### config.mk
export PLATFORM = sky130hd
export DESIGN_NAME = tmds_encoder_8b10b
export DESIGN_NICKNAME = d
export VERILOG_FILES = /design/src/rtl/tmds_pkg.sv /design/src/rtl/tmds_qm_stage.sv /design/src/rtl/tmds_encoder_8b10b.sv
export SDC_FILE = /design/constraint.sdc
export NUM_CORES = 1
export LEC_CHECK = 0
export BUFFER_PORTS_ARGS = -buffer_cell sky130_fd_sc_hd__buf_2
export CORE_MARGIN = 8
export CORE_UTILIZATION = 65
export CTS_CLUSTER_DIAMETER = 60
export CTS_CLUSTER_SIZE = 8
export DETAILED_ROUTE_END_ITERATION = 7
export GPL_TIMING_DRIVEN = 0
export PLACE_DENSITY = 0.85
export SLEW_MARGIN = 5
export SYNTH_ARGS = -nofsm -noshare
export SYNTH_HDL_FRONTEND = slang
export SYNTH_HIERARCHICAL = 1
export SYNTH_SLANG_ARGS = --single-unit
### constraint.sdc
create_clock -name pixel_clk -period 11 [get_ports pixel_clk]
set_input_delay 2.75 -clock pixel_clk [delete_from_list [all_inputs] [get_ports pixel_clk]]
set_output_delay 2.75 -clock pixel_clk [all_outputs]
set_load 0.05 [all_outputs]
### src/rtl/tmds_pkg.sv
// Shared TMDS definitions: symbol width, control tokens, the stage-2 pipeline word
// and the popcount helper used by the transition-minimisation stage.
package tmds_pkg;

   localparam int TMDS_SYM_W = 10;

   localparam logic [TMDS_SYM_W-1:0] CTRL_TOKEN_00 = 10'b1101010100;
   localparam logic [TMDS_SYM_W-1:0] CTRL_TOKEN_01 = 10'b0010101011;
   localparam logic [TMDS_SYM_W-1:0] CTRL_TOKEN_10 = 10'b0101010100;
   localparam logic [TMDS_SYM_W-1:0] CTRL_TOKEN_11 = 10'b1010101011;

   // Transition-minimised word plus its ones/zeros counts and delayed control.
   typedef struct packed {
      logic [8:0] q_m;
      logic [3:0] n1q;
      logic [3:0] n0q;
      logic       de;
      logic       c0;
      logic       c1;
   } qm_word_t;

   function automatic logic [3:0] popcount8(input logic [7:0] v);
      logic [3:0] n;
      n = '0;
      for (int i = 0; i < 8; i++) begin
         n = n + {3'b000, v[i]};
      end
      return n;
   endfunction

endpackage

### src/rtl/tmds_qm_stage.sv
// Stages 1-2 of the TMDS encoder: input register with popcount, then the
// XOR/XNOR transition-minimisation chain registered together with its counts.
module tmds_qm_stage
   import tmds_pkg::*;
(
   input  logic       pixel_clk,
   input  logic       sys_rst_n,
   input  logic [7:0] i_din,
   input  logic       i_de,
   input  logic       i_c0,
   input  logic       i_c1,
   output qm_word_t   o_qm
);

   logic [7:0] r_din;
   logic [3:0] r_n1d;
   logic       r_de;
   logic       r_c0;
   logic       r_c1;
   logic       w_use_xnor;
   logic [8:0] w_qm;
   qm_word_t   r_qm;

   // NOTE: sequential state uses non-blocking assignments so every register samples pre-edge values.
   always_ff @(posedge pixel_clk) begin
      if (!sys_rst_n) begin
         r_din <= '0;
         r_n1d <= '0;
         r_de  <= 1'b0;
         r_c0  <= 1'b0;
         r_c1  <= 1'b0;
      end else begin
         r_din <= i_din;
         r_n1d <= popcount8(i_din);
         r_de  <= i_de;
         r_c0  <= i_c0;
         r_c1  <= i_c1;
      end
   end

   assign w_use_xnor = (r_n1d > 4'd4) || ((r_n1d == 4'd4) && !r_din[0]);

   // NOTE: the chain is built in a block-local variable assigned before use, so no latch and no self-loop on w_qm.
   always_comb begin
      logic [7:0] v_chain;
      v_chain    = '0;
      v_chain[0] = r_din[0];
      for (int i = 1; i < 8; i++) begin
         v_chain[i] = w_use_xnor ? ~(v_chain[i-1] ^ r_din[i]) : (v_chain[i-1] ^ r_din[i]);
      end
      w_qm = {~w_use_xnor, v_chain};
   end

   always_ff @(posedge pixel_clk) begin
      if (!sys_rst_n) begin
         r_qm <= '0;
      end else begin
         r_qm.q_m <= w_qm;
         r_qm.n1q <= popcount8(w_qm[7:0]);
         r_qm.n0q <= 4'd8 - popcount8(w_qm[7:0]);
         r_qm.de  <= r_de;
         r_qm.c0  <= r_c0;
         r_qm.c1  <= r_c1;
      end
   end

   assign o_qm = r_qm;

endmodule

### src/rtl/tmds_encoder_8b10b.sv
// DVI 1.0 TMDS 8b/10b channel encoder: q_m pipeline, then the DC-balancing
// disparity stage and the control-token mux. Two-edge latency, one symbol per clock.
module tmds_encoder_8b10b
   import tmds_pkg::*;
#(
   parameter int                    CNT_W    = 5,
   parameter logic [TMDS_SYM_W-1:0] RST_CODE = CTRL_TOKEN_00
)(
   input  logic                  pixel_clk,
   input  logic                  sys_rst_n,
   input  logic [7:0]            din,
   input  logic                  c0,
   input  logic                  c1,
   input  logic                  de,
   output logic [TMDS_SYM_W-1:0] dout
);

   localparam logic signed [CNT_W-1:0] CNT_MAX = CNT_W'(8);
   localparam logic signed [CNT_W-1:0] CNT_MIN = -CNT_MAX;

   qm_word_t                w_qm;
   logic signed [CNT_W-1:0] r_cnt;
   logic signed [CNT_W-1:0] w_cnt_nxt;
   logic signed [CNT_W-1:0] w_bal;
   logic signed [CNT_W-1:0] w_two_qm8;
   logic signed [CNT_W-1:0] w_two_nqm8;
   logic [TMDS_SYM_W-1:0]   r_dout;
   logic [TMDS_SYM_W-1:0]   w_dout_nxt;
   logic                    w_cnt_zero;
   logic                    w_cnt_pos;
   logic                    w_cnt_neg;

   tmds_qm_stage u_qm_stage (
      .pixel_clk (pixel_clk),
      .sys_rst_n (sys_rst_n),
      .i_din     (din),
      .i_de      (de),
      .i_c0      (c0),
      .i_c1      (c1),
      .o_qm      (w_qm)
   );

   assign w_bal      = CNT_W'(w_qm.n1q) - CNT_W'(w_qm.n0q);
   assign w_two_qm8  = w_qm.q_m[8] ? CNT_W'(2) : '0;
   assign w_two_nqm8 = w_qm.q_m[8] ? '0 : CNT_W'(2);
   assign w_cnt_zero = (r_cnt == '0);
   assign w_cnt_neg  = r_cnt[CNT_W-1];
   assign w_cnt_pos  = !w_cnt_zero && !w_cnt_neg;

   // NOTE: both outputs get a default first so every path assigns them and no latch is inferred.
   always_comb begin
      w_dout_nxt = RST_CODE;
      w_cnt_nxt  = '0;
      if (!w_qm.de) begin
         unique case ({w_qm.c1, w_qm.c0})
            2'b00:   w_dout_nxt = CTRL_TOKEN_00;
            2'b01:   w_dout_nxt = CTRL_TOKEN_01;
            2'b10:   w_dout_nxt = CTRL_TOKEN_10;
            default: w_dout_nxt = CTRL_TOKEN_11;
         endcase
      end else if (w_cnt_zero || (w_qm.n1q == w_qm.n0q)) begin
         w_dout_nxt = {~w_qm.q_m[8], w_qm.q_m[8],
                       w_qm.q_m[8] ? w_qm.q_m[7:0] : ~w_qm.q_m[7:0]};
         w_cnt_nxt  = w_qm.q_m[8] ? (r_cnt + w_bal) : (r_cnt - w_bal);
      end else if ((w_cnt_pos && (w_qm.n1q > w_qm.n0q)) ||
                   (w_cnt_neg && (w_qm.n0q > w_qm.n1q))) begin
         w_dout_nxt = {1'b1, w_qm.q_m[8], ~w_qm.q_m[7:0]};
         w_cnt_nxt  = r_cnt + w_two_qm8 - w_bal;
      end else begin
         w_dout_nxt = {1'b0, w_qm.q_m[8], w_qm.q_m[7:0]};
         w_cnt_nxt  = r_cnt + w_bal - w_two_nqm8;
      end
   end

   // NOTE: reset is synchronous, sampled only on the pixel_clk rising edge.
   always_ff @(posedge pixel_clk) begin
      if (!sys_rst_n) begin
         r_cnt  <= '0;
         r_dout <= RST_CODE;
      end else begin
         r_cnt  <= w_cnt_nxt;
         r_dout <= w_dout_nxt;
      end
   end

   assign dout = r_dout;

   a_cnt_in_range : assert property (@(posedge pixel_clk) disable iff (!sys_rst_n)
      (r_cnt >= CNT_MIN) && (r_cnt <= CNT_MAX));

endmodule
=== Word-level counts from Yosys, hierarchy flattened ===
Index checks and enable logic that the tools add are counted.

* $add $sub $neg: 21
* Magnitude comparators: 3
* Equal/unequal tests: 4
* Multiplexer cells: 17
* Bitwise operators: 17
* Reduce and logical (&&, ||, !) cells: 13

{| class="wikitable"
|+ Operator list
! kind !! number
|-
| adder 4 x 1 -> 4 bit || 12
|-
| two-way mux 10 bit || 3
|-
| case mux 10 bit (3 select lines) || 1
|-
| two-way mux 5 bit || 3
|-
| subtractor 5 bit || 2
|-
| inverter 1 bit || 9
|-
| > comparator 4 bit || 2
|-
| two-way mux 8 bit || 1
|-
| inverter 8 bit || 1
|-
| two-way mux 1 bit || 7
|-
| XOR 1 bit || 7
|-
| adder 5 x 3 -> 5 bit || 1
|-
| adder 5 bit || 1
|-
| zero test 5 bit || 1
|-
| subtractor 4 x 4 -> 5 bit || 1
|-
| subtractor 5 x 3 -> 5 bit || 1
|-
| adder 1 x 1 -> 2 bit || 2
|-
| equality test 4 x 3 -> 1 bit (second input constant) || 1
|-
| equality test 4 bit || 1
|-
| > comparator 4 x 3 -> 1 bit (second input constant) || 1
|-
| logical AND 1 bit || 4
|-
| two-way mux 2 bit || 2
|-
| subtractor 4 bit (first input constant) || 1
|-
| zero test 1 bit || 3
|-
| other kinds (5) || 7
|}

* Register bits: 50
* Bits of input ports: 13
* Output and inout port bits: 10
* Logic and storage cells: 88

=== Longest topological paths before layout ===
Gate-level depths: netlist of run 1.

* Word-level depth: 24
* Depth in mapped cells: 15
* Mapped depth without buffers: 14

=== Hierarchy ===
Netlist of run 1, hierarchy kept.

{| class="wikitable"
|+ Modules (own cells, without submodules)
! module !! times used !! cells each !! area an instance (um^2) !! sequential area each (um^2)
|-
| tmds_qm_stage || 1 || 140 || 1490.2 || 680.7
|-
| tmds_encoder_8b10b || 1 || 165 || 1462.7 || 300.3
|}

=== Worst setup path before layout of run 1 ===
Ideal clock, no wire load.

* Kind: input -> register
* Start: input port din[0]
* End: register u_qm_stage.r_n1d[2]
* Library setup time: 0.128 ns
* Arrival: 4.976 ns
* Required time: 10.872 ns
* Slack: 5.896 ns
* Cell stages on the path: 10
* Path buffers: 0
* Cells stage by stage: fa_1 > inv_1 > fa_1 > fa_1 > inv_1 > ha_1 > inv_1 > fa_1 > xor2_1 > nor2_1

* Word-level cells in the longest chain between the ends: 7

{| class="wikitable"
|+ Ends and longest elaborated chain
! what !! RTL line !! RTL
|-
| start: declaration || tmds_encoder_8b10b.sv:11 || <nowiki>input logic [7:0] din,</nowiki>
|-
| adder 1 x 1 -> 2 bit || tmds_pkg.sv:26 || <nowiki>n = n + {3'b000, v[i]};</nowiki>
|-
| adder 4 x 1 -> 4 bit (6 in series) || tmds_pkg.sv:26 ||
|-
| end signal: assignment || tmds_qm_stage.sv:34 || <nowiki>r_n1d <= popcount8(i_din);</nowiki>
|-
| end: declaration || tmds_qm_stage.sv:16 || <nowiki>logic [3:0] r_n1d;</nowiki>
|}

No other way between the ends.
A chain may end at the register's enable or synchronous reset.

=== Worst setup path after layout of run 1 ===
Same ends and word-level chain as after synthesis.

==> impl_metrics.env, run 1 <==
export IMPL_wl_per_cell_um=13.87
export IMPL_synth_flop_cell="dfxtp_1"
export IMPL_arrival_ns=5.16
export IMPL_finalSetupTns_ns=0
export IMPL_initial_core_util_pct=67.82
export IMPL_synth_compound_area_share_pct=11.36
export IMPL_viasPerCell=5.429
export IMPL_finalCritPeriodShare_pct=45.18
export IMPL_ant_nets=0
export IMPL_setup_viol=0
export IMPL_synth_mux_area_share_pct=1.398
export IMPL_synthSimpleGateAreaFrac_pct=15.59
export IMPL_hp_start="u_qm_stage/r_c0"
export IMPL_synth_area_leader_cell="dfxtp_1"
export IMPL_grt_ovfl_total=0
export IMPL_post_cts_resized=0
export IMPL_fin_skew_ns=0.006893
export IMPL_antenna_cells=0
export IMPL_max_slew_margin_rel_pct=61.37
export IMPL_synth_xor_area_share_pct=11.10
export IMPL_grt_pass1_wl_mm=9.591
export IMPL_cp_required_ns=11.19
export IMPL_drt_total_wl_mm=5.368
export IMPL_crit_path_max_fanout=2
export IMPL_clock_sink_count=49
export IMPL_run_status="complete, no violations"
export IMPL_synthDistinctLibCells=46
export IMPL_reg2reg_depth=14
export IMPL_critPathCaptureType="register"
export IMPL_maxCapViolations=0
export IMPL_firstDrtPassIters=4
export IMPL_synth_top_family_by_area="adder cells"
export IMPL_drt_iter0_drc=101
export IMPL_crit_type="input port to register"
export IMPL_cts_tree="done"
export IMPL_die_x_um=83.40
export IMPL_final_cell_mix="dfxtp_1, inv_1, ha_1, nor2_1, buf_2"
export IMPL_place_congestion=0.9016
export IMPL_async_reset_ff_share_pct=0
export IMPL_drive_gt1_share_pct=14.03
export IMPL_cts_hold_buf=0
export IMPL_holdPathStages=1
export IMPL_fmax_mhz=201.2
export IMPL_top_layer="met4"
export IMPL_rows=24
export IMPL_synth_fa_ha_area_share_pct=21.10
export IMPL_ctsHtreeMaxLevel=2
export IMPL_dr_wl_met2_mm=2.571
export IMPL_postCtsSetupBuffers=0
export IMPL_synth_edf_count=0
export IMPL_tightest_slew_ns=0.5734
export IMPL_r2r_end="u_qm_stage/o_qm[6]"
export IMPL_layout_nets=389
export IMPL_wl_met1_mm=2.315
export IMPL_antenna_found_initial=0
export IMPL_die_h_um=83.40
export IMPL_clock_tree_buffer_depth=2
export IMPL_dp_hpwl_mm=4.189
export IMPL_avgSynthCellArea_um2=9.681
export IMPL_syn_cell_area_mm2=0.002953
export IMPL_met3_length_um=391
export IMPL_mappedNetlistNets=360
export IMPL_min_to="u_qm_stage/o_qm[1]"
export IMPL_synth_top_area_share_pct=33.22
export IMPL_ios=23
export IMPL_start_kind="input port"
export IMPL_synth_top_cells_by_area="dfxtp_1, ha_1, fa_1"
export IMPL_rrSetupSlack_ns=6.82
export IMPL_area_growth_pct=9.153
export IMPL_core_mm2=0.004354
export IMPL_drc_errors=0
export IMPL_root_buffer="clkbuf_8"
export IMPL_die_area_mm2=0.006956
export IMPL_synthCells=305
export IMPL_synth_warnings=6
export IMPL_port_buffers=22
export IMPL_post_route_util_pct=74.02
export IMPL_grt_pass1_vias=2212
export IMPL_final_common_cell="dfxtp_1"
export IMPL_grt_max_degree=18
export IMPL_rsz0062_at_grt="false"
export IMPL_cts_made_buffers=5
export IMPL_clkLatencyLatePin_ns=0.31
export IMPL_grtUsageTotal_pct=16.32
export IMPL_clkTransAtPathRegs_ns=0.09
export IMPL_ys_ff_latch=49
export IMPL_via_count=2101
export IMPL_finalHoldViolations=0
export IMPL_maxSlewViolCount=0
export IMPL_ys_seq_area_share_pct=33.22
export IMPL_hold_path_class="register to register"
export IMPL_post_route_min_period_ns=4.970
export IMPL_rr_startpoint="u_qm_stage/r_din[0]"
layer usage:
layer,GRT usage [%],up-vias
met1,18.75,969
met4,4.952,0
met5,0,-
li1,-,1047
met3,4.199,9
met2,28.71,76
logic make-up after synthesis:
family / Yosys count
and+or+nand+nor: 83
DFF: 49
AOI/OAI and AO/OA: 47
buffers and inverters: 46
adders and majority gates: 42
xor gates and xnor gates: 34
muxes: 4
per-stage QoR:
stage               hold WS (ns)  area [um^2]  instances  setup WS (ns)
finish                    0.4497         3223        387          6.030
floorplan                 0.4119         2953        305          5.896
global placement          0.4159         3128        379          5.701
detailed placement        0.4193         3128        379          5.683
CTS                       0.4454         3223        387          6.013
global route              0.4682         3223        387          5.905
Yosys cell counts, types with 3 or more instances:
cell type and count:
a21o_1 5, xor2_1 17, inv_1 39, ha_1 29, nor3_1 5, fa_1 13, nand4_1 3, o21ai_0 6
nor2_1 25, a211oi_1 6, a21oi_1 15, and2_1 21, mux2i_1 3, and4b_1 3, xnor2_1 14, nand3_1 3
dfxtp_1 49, nand2_1 10, clkbuf_1 5
state kept, by name (all words and copies together) (netlist names):
name / count
u_qm_stage/r_c1: 1
u_qm_stage/r_din: 8
u_qm_stage/r_c0: 1
u_qm_stage/o_qm: 19
r_cnt: 5
u_qm_stage/r_n1d: 4
dout: 10
u_qm_stage/r_de: 1
critical path, stage by stage:
cell and delay [ns]:
buf_2 0.11, fa_1 0.53, inv_1 0.05, fa_1 0.49
fa_1 0.40, inv_1 0.06, ha_1 0.15, inv_1 0.05
fa_1 0.37, xor2_1 0.14, nor2_1 0.05
worst max-delay path by stage:
stage | start | endpoint | slack [ns]
floorplan | din[0] | u_qm_stage/r_n1d[2] | 5.90
global placement | din[0] | u_qm_stage/r_n1d[2] | 5.70
detailed placement | din[0] | u_qm_stage/r_n1d[2] | 5.68
CTS | din[0] | u_qm_stage/r_n1d[2] | 6.01
global route | din[0] | u_qm_stage/r_n1d[2] | 5.91
finish | din[0] | u_qm_stage/r_n1d[2] | 6.03
area by class of cell:
| cell class | count | area [um^2] |
|---|---|---|
| clock buffers | 5 | 68.82 |
| clock inverters | 3 | 26.28 |
| repair buffers | 22 | 110.1 |
| plain buffers | 7 | 37.54 |
| multi-input cells | 210 | 1788 |
| fillers | 297 | 1131 |
| inverters | 39 | 146.4 |
| flip-flops and latches | 49 | 980.9 |
| well taps | 52 | 65.06 |
Power of run 1 is left out: the tool's default activity adds up to more than one toggle a clock period on the data nets, which glitch-free logic cannot reach.
==> inputs of run 2 (changes only) <==
ABC_AREA = 1   (was unset)
CORE_UTILIZATION = 55   (was 65)
PLACE_DENSITY = 0.77   (was 0.85)
clock period = 4.1 ns   (was 11 ns; I/O delays follow)
==> run 2 against run 1 <==
  * Final cell count is 27% higher
  * Register-to-register slack worse by 6.5 ns
  * Non-clock buffer count is 1 lower
  * Synthesized cell count is 28% higher
  * Sequential share of layout area is 1.4 points lower
  * Cell area is 5.1% higher
  * Clock skew is 0.0043 ns higher
  * Core utilization is 12 points lower
  * First-iteration DRC count is 22% lower
  * Wire length is 7.4% higher
  * Die area is 19% higher
  * Global-route usage is 1.7 points lower
==> impl_metrics.env, run 2 <==
export IMPL_ys_seq_area_share_pct=31.77
export IMPL_grtUsageTotal_pct=14.59
export IMPL_final_cell_mix="inv_1, nand2_1, dfxtp_1, nand3_1, ha_1"
export IMPL_dp_hpwl_mm=4.665
export IMPL_synth_warnings=6
export IMPL_port_buffers=22
export IMPL_wl_per_cell_um=11.69
export IMPL_cp_required_ns=4.29
export IMPL_ios=23
export IMPL_drt_total_wl_mm=5.763
export IMPL_top_layer="met4"
export IMPL_maxSlewViolCount=0
export IMPL_fmax_mhz=263.2
export IMPL_synth_area_leader_cell="dfxtp_1"
export IMPL_die_area_mm2=0.008268
export IMPL_mappedNetlistNets=446
export IMPL_max_slew_margin_rel_pct=62.02
export IMPL_arrival_ns=3.99
export IMPL_clock_sink_count=49
export IMPL_synth_edf_count=0
export IMPL_post_cts_resized=0
export IMPL_clock_tree_buffer_depth=2
export IMPL_cts_tree="done"
export IMPL_grt_pass1_vias=2381
export IMPL_run_status="complete, no violations"
export IMPL_via_count=2410
export IMPL_drive_gt1_share_pct=15.44
export IMPL_async_reset_ff_share_pct=0
export IMPL_initial_core_util_pct=56.42
export IMPL_post_route_util_pct=61.89
export IMPL_crit_path_max_fanout=4
export IMPL_largest_reg_flops=19
export IMPL_syn_cell_area_mm2=0.003088
export IMPL_hold_path_class="register to register"
export IMPL_p_leak_nw=1.814
export IMPL_wl_met1_mm=2.413
export IMPL_met3_length_um=298
export IMPL_clkLatencyLatePin_ns=0.31
export IMPL_postCtsSetupBuffers=0
export IMPL_ys_ff_latch=49
export IMPL_grt_ovfl_total=0
export IMPL_die_h_um=90.93
export IMPL_area_growth_pct=9.684
export IMPL_drt_iter0_drc=79
export IMPL_critPathCaptureType="register"
export IMPL_avgSynthCellArea_um2=7.898
export IMPL_holdPathStages=2
export IMPL_cts_made_buffers=5
export IMPL_crit_chain="xnor2_1 > inv_1 > nand2_4 > nand2_4 > nand2_4 > nand2_4 > nand2_4 > nand2_2 > nand2_2 > nand3_1 > nand2_1 > inv_1 > fa_1 > fa_1 > ha_1 > inv_1 > fa_1 > xor2_2 > nand3_1 > o21ai_0 > a21oi_1"
export IMPL_synthCells=391
export IMPL_grt_max_degree=17
export IMPL_root_buffer="clkbuf_8"
export IMPL_regArea_um2=982.2
export IMPL_firstDrtPassIters=4
export IMPL_synth_top_cells_by_area="dfxtp_1, ha_1, inv_1"
export IMPL_synthDistinctLibCells=28
export IMPL_synth_commonest_cells="inv_1, nand2_1, dfxtp_1"
export IMPL_ant_nets=0
export IMPL_tightest_slew_ns=0.5649
export IMPL_setup_viol=0
export IMPL_maxCapViolations=0
export IMPL_synth_most_common_cell="inv_1"
export IMPL_fin_skew_ns=0.01123
export IMPL_drc_errors=0
export IMPL_rows=27
export IMPL_crit_type="register to register"
export IMPL_cts_hold_buf=0
export IMPL_rsz0062_at_grt="false"
export IMPL_clkTransAtPathRegs_ns=0.10
export IMPL_finalCritPeriodShare_pct=92.66
export IMPL_powerDensity_mw_per_mm2=890.1
export IMPL_antenna_found_initial=0
export IMPL_layout_nets=475
export IMPL_crit_slowest_cell="fa_1"
export IMPL_start_kind="register"
export IMPL_place_congestion=0.8887
export IMPL_multi_input_area_mm2=0.001733
export IMPL_finalSetupTns_ns=0
export IMPL_final_common_cell="inv_1"
export IMPL_fillCellCount=491
export IMPL_viasPerCell=4.888
export IMPL_reg2reg_depth=21
export IMPL_antenna_cells=0
export IMPL_synth_top_area_share_pct=31.77
export IMPL_dr_wl_met2_mm=2.945
export IMPL_post_route_min_period_ns=3.799
export IMPL_die_x_um=90.93
export IMPL_grt_pass1_wl_mm=10.09
export IMPL_cp_common_cell="nand2_4"
export IMPL_ctsHtreeMaxLevel=2
export IMPL_max_stage_delay_ns=0.52
export IMPL_synth_flop_cell="dfxtp_1"
export IMPL_core_mm2=0.005473
export IMPL_vdd_ir_drop_max_uv=411.3
export IMPL_finalHoldViolations=0
run 2: path summary, 6_finish.rpt:
path	from	slack, ns	to
hold / removal	u_qm_stage/r_de	0.42	u_qm_stage/o_qm[2]
hold reg to reg	u_qm_stage/r_de	0.42	u_qm_stage/o_qm[2]
setup reg to reg	u_qm_stage/r_din[0]	0.30	u_qm_stage/o_qm[6]
setup / recovery	u_qm_stage/r_din[0]	0.30	u_qm_stage/o_qm[6]
run 2: cell type report:
class,instances,share of cell area (%)
Buffer,6,1.293
Sequential cell,49,29.00
Multi-Input combinational cell,246,51.16
Clock inverter,3,0.6280
Tap cell,72,2.660
Timing Repair Buffer,22,3.251
Clock buffer,5,2.032
Inverter,90,9.974
run 2: cell families (layout without fill, tap and decap cells):
kind of cell | Yosys count | in the layout | synth area share (%)
simple gates | 148 | 148 | 24.35
buf+inv | 96 | 126 | 12.36
flops | 49 | 49 | 31.77
fa+ha+maj | 42 | 42 | 20.18
compound gates | 42 | 42 | 7.374
xor+xnor | 14 | 14 | 3.971
run 2: power by group:
group / internal, mW / total [mW] / leakage, nW / switching [mW]
clock network: 0.121 / 0.289 / 0.0445 / 0.168
logic: 0.820 / 2.12 / 1.36 / 1.30
registers: 0.564 / 0.608 / 0.405 / 0.0445
total: 1.50 / 3.01 / 1.81 / 1.51
run 2: metal layers:
layer	global-route usage, %	vias to the layer above
met5	0	-
met4	6.412	0
met3	3.292	9
met2	26.90	53
met1	15.49	1087
li1	-	1261
run 2: metrics by stage:
step	std cells	hold slack, ns	area, um^2	total power, mW	worst slack (ns)
2_1_floorplan	391	0.3905	3088	2.297	0.5701
3_3_place_gp	485	0.3969	3288	2.627	0.2821
4_1_cts	493	0.4215	3378	3.009	0.1819
5_1_grt	493	0.4405	3387	3.361	0.03278
3_5_place_dp	485	0.3998	3288	2.687	0.2040
6_report	493	0.4203	3387	3.015	0.3008
run 2: critical path, delay by kind of cell, from the launching register on:
| family | cells | cell delay, ns |
|---|---|---|
| flops | 1 | 0.37 |
| simple gates | 10 | 0.83 |
| fa+ha+maj | 4 | 1.59 |
| buf+inv | 3 | 0.22 |
| compound gates | 2 | 0.22 |
| xor+xnor | 2 | 0.43 |
Note: power is estimated with default switching activity, not from simulation.
==> inputs of run 3 (changes only) <==
CORE_UTILIZATION = 45   (was 55)
PLACE_DENSITY = unset   (was 0.77)
clock period = 4.54 ns   (was 4.1 ns; I/O delays follow)
==> run 3 against run 2 <==
  * Total power shrank 10%
  * First-iteration DRC count up 14%
  * Flip-flop and latch count did not move
  * Sequential share of layout area down 0.090 points
  * Critical path type unchanged
  * Highest routed layer unchanged
==> impl_metrics.env, run 3 (same netlist as run 2, synthesis figures left out) <==
export IMPL_wl_per_cell_um=11.12
export IMPL_dp_hpwl_mm=4.635
export IMPL_firstDrtPassIters=4
export IMPL_p_leak_nw=1.810
export IMPL_seqPwrFrac_pct=20.2
export IMPL_run_status="complete, no violations"
export IMPL_final_common_cell="inv_1"
export IMPL_final_cell_mix="inv_1, nand2_1, dfxtp_1, nand3_1, ha_1"
export IMPL_setup_viol=0
export IMPL_grt_pass1_vias=2324
export IMPL_finalHoldViolations=0
export IMPL_grt_max_degree=18
export IMPL_maxCapViolations=0
export IMPL_fmax_mhz=257.9
export IMPL_clkTransAtPathRegs_ns=0.10
export IMPL_p_int_mw=1.353
export IMPL_clkLatencyLatePin_ns=0.31
export IMPL_grt_ovfl_total=0
export IMPL_antenna_found_initial=0
export IMPL_ios=23
export IMPL_drive_gt1_share_pct=14.96
export IMPL_start_kind="register"
export IMPL_post_cts_resized=0
export IMPL_total_power_mw=2.710
export IMPL_hold_path_class="register to register"
export IMPL_switching_share_pct=50.08
export IMPL_cts_made_buffers=5
export IMPL_crit_path_max_fanout=6
export IMPL_cts_hold_buf=0
export IMPL_die_area_mm2=0.009769
export IMPL_vdd_ir_drop_max_uv=347.5
export IMPL_timing_final_ws_setup_ns=0.6631
export IMPL_root_buffer="clkbuf_8"
export IMPL_clock_sink_count=49
export IMPL_grt_pass1_wl_mm=9.984
export IMPL_max_slew_margin_rel_pct=66.05
export IMPL_holdWs_ns=0.4187
export IMPL_core_mm2=0.006719
export IMPL_rows=30
export IMPL_postCtsSetupBuffers=0
export IMPL_critPathCaptureType="register"
export IMPL_postLayoutCellArea_mm2=0.003393
export IMPL_ant_nets=0
export IMPL_arrival_ns=4.06
export IMPL_grtUsageTotal_pct=12.39
export IMPL_drt_iter0_drc=90
export IMPL_drc_errors=0
export IMPL_dp_slack_ns=0.6535
export IMPL_p_sw_mw=1.357
export IMPL_place_congestion=0.8863
export IMPL_rsz0062_at_grt="false"
export IMPL_p_comb_share_pct=70.0
export IMPL_initial_core_util_pct=45.96
export IMPL_antenna_cells=0
export IMPL_largest_reg_flops=19
export IMPL_finalSetupTns_ns=0
export IMPL_die_h_um=98.84
export IMPL_finalCritPeriodShare_pct=85.39
export IMPL_layout_nets=475
export IMPL_clkPwrFrac_pct=9.8
export IMPL_viasPerCell=4.683
export IMPL_powerDensity_mw_per_mm2=798.7
export IMPL_maxSlewViolCount=0
export IMPL_fin_skew_ns=0.008998
export IMPL_ctsHtreeMaxLevel=2
export IMPL_placed_cell_area_mm2=0.003298
export IMPL_area_growth_pct=9.886
export IMPL_drt_total_wl_mm=5.573
export IMPL_crit_type="register to register"
export IMPL_die_x_um=98.84
export IMPL_port_buffers=22
export IMPL_cts_tree="done"
export IMPL_clock_tree_buffer_depth=2
export IMPL_tightest_slew_ns=0.5040
export IMPL_via_count=2346
export IMPL_cp_required_ns=4.72
export IMPL_post_route_min_period_ns=3.877
-- run 3: changes by cell type in the layout (fill, tap and decap cells not counted) --
cell,delta
dfxtp_2,-1
inv_6,-1
clkinvlp_4,+1
clkinv_2,-1
dfxtp_1,+1
xor2_1,+1
xor2_2,-1
inv_8,+1
-- run 3: cell type report --
| type | instances | area (um^2) |
|---|---|---|
| Clock inverter | 3 | 26.28 |
| Fill cell | 668 | 3326 |
| Multi-Input combinational cell | 246 | 1725 |
| Inverter | 90 | 337.8 |
| Tap cell | 80 | 100.1 |
| Clock buffer | 5 | 68.82 |
| Sequential cell | 49 | 980.9 |
| Timing Repair Buffer | 22 | 110.1 |
| Buffer | 6 | 43.79 |
-- run 3: final timing paths --
check,cells after the start,to,from,slack [ns]
worst max register to register,22,u_qm_stage/o_qm[6],u_qm_stage/r_din[0],0.66
worst max-delay path,22,u_qm_stage/o_qm[6],u_qm_stage/r_din[0],0.66
worst min-delay path,2,u_qm_stage/o_qm[0],u_qm_stage/r_c1,0.42
worst min register to register,2,u_qm_stage/o_qm[0],u_qm_stage/r_c1,0.42
-- run 3: power groups by stage --
stage,Clock (mW),Combinational (mW),Sequential [mW]
floorplan,0,1.50,0.573
global placement,0,1.87,0.555
detailed placement,0,1.91,0.558
CTS,0.276,1.93,0.548
global route,0.296,2.20,0.555
finish,0.266,1.90,0.547
-- run 3: per-stage QoR --
step	util [%]	instances
floorplan	-	391
global placement	49.09	493
detailed placement	49.09	493
CTS	50.50	501
global route	50.50	501
finish	50.50	501
-- run 3: critical path, stage by stage, from the launching register on --
cell and delay [ns]:
dfxtp_1 0.49, nand3_2 0.13, nand2_4 0.10, nand2_4 0.09, nand2_4 0.09, nand2_4 0.07
nand2_4 0.08, nand2_4 0.06, nand2_4 0.07, nand2_2 0.07, nand2_1 0.08, nand3_1 0.07
nand2_1 0.09, inv_1 0.07, fa_1 0.48, fa_1 0.52, ha_1 0.17, inv_1 0.05
fa_1 0.37, xor2_1 0.25, nand3_1 0.13, o21ai_0 0.16, a21oi_1 0.05
-- run 3: metal layers --
metal,global-route usage (%),up-vias,routed length [um]
met1,14.66,1040,2577
met5,0,-,0
met4,4.723,0,68
met2,21.36,44,2678
met3,2.607,4,249
li1,-,1258,-
